$ cat src/rtl/reg_file_2r1w.sv
// Two-read, one-write integer register file with x0 hard-wired to zero and a0 exposed.
// Optional same-cycle write-through forwarding is enabled by defining REGFILE_BYPASS_EN.
module reg_file_2r1w #(
  parameter int Data_Width = 32,
  parameter int Addr_Width = 5,
  parameter int A0_Index   = 10
) (
  input  logic                  clk,
  input  logic                  rst_n,
  input  logic [Addr_Width-1:0] AD1,
  input  logic [Addr_Width-1:0] AD2,
  input  logic [Addr_Width-1:0] AD3,
  input  logic                  WE3,
  input  logic [Data_Width-1:0] WD3,
  output logic [Data_Width-1:0] RD1,
  output logic [Data_Width-1:0] RD2,
  output logic [Data_Width-1:0] a0
);

  localparam int                  Depth   = 1 << Addr_Width;
  localparam logic [Addr_Width-1:0] A0_Addr = A0_Index[Addr_Width-1:0];

  logic [Data_Width-1:0] mem [Depth];
  logic                  wr_active;

  assign wr_active = WE3 && (AD3 != '0);

  // NOTE: this storage is deliberately reset because architectural state must read 0
  // after reset; plain RAM arrays normally carry no reset so they can map to memory.
  // NOTE: sequential state uses non-blocking assignments so every flop samples
  // pre-edge values regardless of process ordering.
  always_ff @(posedge clk or negedge rst_n) begin
    if (!rst_n) begin
      for (int i = 0; i < Depth; i++) mem[i] <= '0;
    end else if (wr_active) begin
      mem[AD3] <= WD3;
    end
  end

  logic [Data_Width-1:0] stored1, stored2, stored_a0;

  // Entry 0 is never written, but the explicit zero mux lets synthesis drop its flops.
  assign stored1   = (AD1 == '0) ? '0 : mem[AD1];
  assign stored2   = (AD2 == '0) ? '0 : mem[AD2];
  assign stored_a0 = mem[A0_Addr];

  // NOTE: every output gets a default first so no path through the block infers a latch.
  always_comb begin
    RD1 = '0;
    RD2 = '0;
    a0  = '0;
    if (rst_n) begin
`ifdef REGFILE_BYPASS_EN
      RD1 = (wr_active && AD1 == AD3)     ? WD3 : stored1;
      RD2 = (wr_active && AD2 == AD3)     ? WD3 : stored2;
      a0  = (wr_active && AD3 == A0_Addr) ? WD3 : stored_a0;
`else
      RD1 = stored1;
      RD2 = stored2;
      a0  = stored_a0;
`endif
    end
  end

endmodule

$ cat config.mk
export PLATFORM = sky130hd
export DESIGN_NAME = reg_file_2r1w
export DESIGN_NICKNAME = d
export VERILOG_FILES = /design/src/rtl/reg_file_2r1w.sv
export SDC_FILE = /design/constraint.sdc
export NUM_CORES = 2
export LEC_CHECK = 0
export CELL_PAD_IN_SITES_DETAIL_PLACEMENT = 1
export CELL_PAD_IN_SITES_GLOBAL_PLACEMENT = 2
export CORE_ASPECT_RATIO = 0.7
export CORE_MARGIN = 5
export CORE_UTILIZATION = 45
export CTS_CLUSTER_SIZE = 16
export DETAILED_ROUTE_END_ITERATION = 12
export PLACE_DENSITY_LB_ADDON = 0.1
export SLEW_MARGIN = 20
export SYNTH_ARGS = -nofsm -noshare
export SYNTH_HDL_FRONTEND = slang
export SYNTH_SLANG_ARGS = --single-unit
export TNS_END_PERCENT = 5
$ cat constraint.sdc
create_clock -name clk -period 4.85 [get_ports clk]
set_input_delay 0.97 -clock clk [delete_from_list [all_inputs] [get_ports clk]]
set_output_delay 0.97 -clock clk [all_outputs]
set_load 0.1 [all_outputs]
==> impl_metrics.py <==
metrics = {
    "logic_synthesis": {
        "avgSynthCellArea_sq_um": 13.7,
        "synth_top_family_by_area": "multiplexers",
        "ys_seq_area_share_pct": 47.5,
        "ys_async_sr_fraction_pct": 100,
        "synth.area.top_cells": "dfrtp_1 47%, mux2_2 20%, mux4_2 11%, mux2i_1 9.0%, a22oi_1 2.6%",
        "yosys_warnings": 0,
        "synthMuxAreaShare_pct": 40.3,
        "ys.flop_type": "dfrtp_1",
        "ys_types": 36,
        "synth_largest_area_cell": "dfrtp_1",
        "synth_fa_ha_area_share_pct": 0,
        "synth_top_area_share_pct": 47.5,
        "synth_compound_area_share_pct": 6.01,
        "yosysMostFrequentCell": "dfrtp_1",
        "post_synth_xor_area_fraction_pct": 0,
        "ys_ff_latch": 1024,
        "synthesis.area_sq_mm": 0.0540,
        "synthSimpleGateAreaFrac_pct": 2.54,
        "synth_nets": 3983,
        "synth.top_cells.by_count": "1024 x dfrtp_1, 966 x mux2_2, 484 x mux2i_1",
        "synth_edf_count": 0,
        "syn_inst": 3933,
    },
    "global_route": {
        "grt_usage_pct": 31.4,
        "grt_pass1_wl_um": 293000,
        "overflow": 0,
        "antenna_found_initial": 7,
        "first_global_vias": 40157,
        "grt_max_degree": 184,
    },
    "sta": {
        "final.period_utilization_pct": 97.0,
        "max_slew_margin_pct": 22.1,
        "setup_viol": 0,
        "max_freq_mhz": 213,
        "hold_viol": 0,
        "fin_tns_setup_ns": 0,
        "finalHoldWorstSlack_ns": 0.0765,
        "period_needed_ns": 4.71,
        "tightest_slew_ns": 1.16,
        "rsz0062_at_grt": "no",
        "fin_skew_ns": 0,
        "slew_viol_final": 0,
    },
    "pwr": {
        "total_power_w": 0.0262,
        "swShare_pct": 30.5,
        "power_switching_w": 0.00801,
        "p_leak_nw": 27.2,
        "p_per_area_mw_per_mm2": 424,
        "power_frac_clock_pct": 33.7,
        "ir_worst_vdd_uv": 269,
        "p_seq_share_pct": 43.8,
        "p_comb_share_pct": 22.4,
        "internal_power_w": 0.0182,
    },
    "hold_path": {
        "hp-class": "primary input to async pin",
    },
    "worst_setup_path": {
        "r2r_start": "stored_a0[14]",
        "path_max_fanout": 16,
        "worstPathArrival_ns": 3.74,
        "critical_path_class": "primary input to primary output",
        "start_kind": "primary input",
        "crit_path_end_kind": "primary output",
        "startpoint": "AD2[2]",
        "critical_path_required_ns": 3.88,
    },
    "finish": {
        "utilization_pct": 51.9,
        "synthToLayoutAreaGrowth_pct": 14.7,
        "drive_gt1_share_pct": 44.1,
        "nets": 3979,
        "fill_cells": 11342,
    },
    "die": {
        "rows": 106,
        "coreArea_sq_mm": 0.119,
        "die_h_um": 300,
        "ios": 146,
        "dieArea_sq_mm": 0.127,
        "initial_core_util_pct": 45.3,
        "die_w_um": 424,
    },
    "route": {
        "postRouteAntennaNets": 0,
        "drt-total-wl_um": 200000,
        "wire_per_inst_um": 35.9,
        "drc": 0,
        "dr.pass1.iters": 6,
        "drt_first_iter_violations": 3163,
        "via_per_inst": 6.61,
        "dr_total_vias": 36899,
    },
    "outcome": {
        "status": "completed",
    },
    "clock_network": {
        "cts_tree": "built",
        "h-tree-depth": 3,
        "cts-buffers-inserted": 107,
        "worst_skew_pair.late_latency_ns": 0.73,
        "cts_hold_buf": 0,
        "path_clk_slew_ns": 0.07,
        "cts_root_buffer": "clkbuf_16",
        "cts_resized": 0,
        "clk_path_buf_depth": 3,
        "postCtsSetupBuffers": 0,
        "clock-sinks": 1024,
    },
    "job": {
        "cap_violations": 0,
    },
    "placement": {
        "place_hpwl_um": 126000,
        "place.gp.congestion": 0.845,
        "portBuffers": 145,
    },
}
per-stage QoR:
stage / worst slack, ns / instances / instance area [sq um]
2_1_floorplan: 0.424 / 3933 / 54000
3_3_place_gp: 0.240 / 5385 / 58300
3_5_place_dp: 0.160 / 5385 / 58200
4_1_cts: 0.151 / 5579 / 62000
5_1_grt: 0.111 / 5582 / 61900
6_report: 0.145 / 5583 / 61900
power by group through the flow:
stage	clock network [W]	registers, W	logic, W
after global routing	0.00935	0.0117	0.00624
after floorplan	0	0.0111	0.00422
final	0.00885	0.0115	0.00589
after global placement	0	0.0114	0.00570
after detailed placement	0	0.0116	0.00589
after CTS	0.00898	0.0115	0.00591
layout make-up:
type / instances / area, sq um / area share [%]
clock buffers: 154 / 3130 / 5.06
repair buffers: 336 / 3990 / 6.44
multi-input cells: 2459 / 26600 / 43.0
flip-flops and latches: 1024 / 25600 / 41.4
inverters: 1 / 3.75 / 0.00606
diodes: 3 / 7.51 / 0.0121
clock inverters: 40 / 596 / 0.962
well taps: 1566 / 1960 / 3.16
layout by cell type, fill, tap and decap left out, types with 3 or more instances in the layout:
cell type / count
mux4_2: 254
nor2b_4: 5
buf_8: 5
nand4_1: 63
clkbuf_8: 28
clkbuf_1: 19
or3b_2: 7
nand2_1: 70
bufinv_16: 12
nand2b_1: 3
nor2_4: 17
inv_6: 3
and2_1: 33
mux2i_1: 484
nand3b_1: 6
nor3b_2: 4
clkdlybuf4s50_1: 20
buf_2: 23
buf_12: 113
o21ai_0: 62
a221oi_1: 32
o22ai_1: 194
clkbuf_16: 107
diode_2: 3
dfrtp_1: 1024
buf_4: 174
nand2_2: 11
mux2_1: 26
clkinvlp_4: 4
clkinv_2: 15
and2_2: 3
a22oi_1: 190
mux2_2: 966
per-layer routing:
layer / track usage, % / vias up / wire [um]
met4: 11.0 / 2 / 8060
met5: 0 / - / 13
met3: 5.09 / 366 / 11500
met1: 44.0 / 20202 / 87500
met2: 49.9 / 1307 / 93300
li1: - / 15022 / -
kinds of logic after synthesis:
logic type / after synthesis
DFF: 1024
and+or+nand+nor: 249
buffers and inverters: 450
muxes: 1730
AOI/OAI and AO/OA: 480
worst max-delay path: stages:
cell and delay (ns):
clkdlybuf4s50_1 0.65, or3b_2 0.33, buf_4 0.37, o22ai_1 0.15, o21ai_0 0.52, nand4_1 0.43, buf_12 0.30
worst paths after layout:
| path | endpoint | slack (ns) | cells past startpoint |
|---|---|---|---|
| worst max register to register | stored_a0[14] | 3.88 | 1 |
| worst min-delay path | mem[287] | 0.08 | 1 |
| max in group asynchronous | mem[536] | 1.62 | 5 |
| worst max-delay path | RD2[21] | 0.14 | 7 |
| min in group clk | mem[996] | 0.37 | 0 |
| worst min register to register | mem[996] | 0.37 | 0 |
state kept, by name, summed over array words and instances, names as in the netlist:
signal and cells:
stored_a0 32, mem 992
Note: power is estimated with default switching activity, not from simulation.
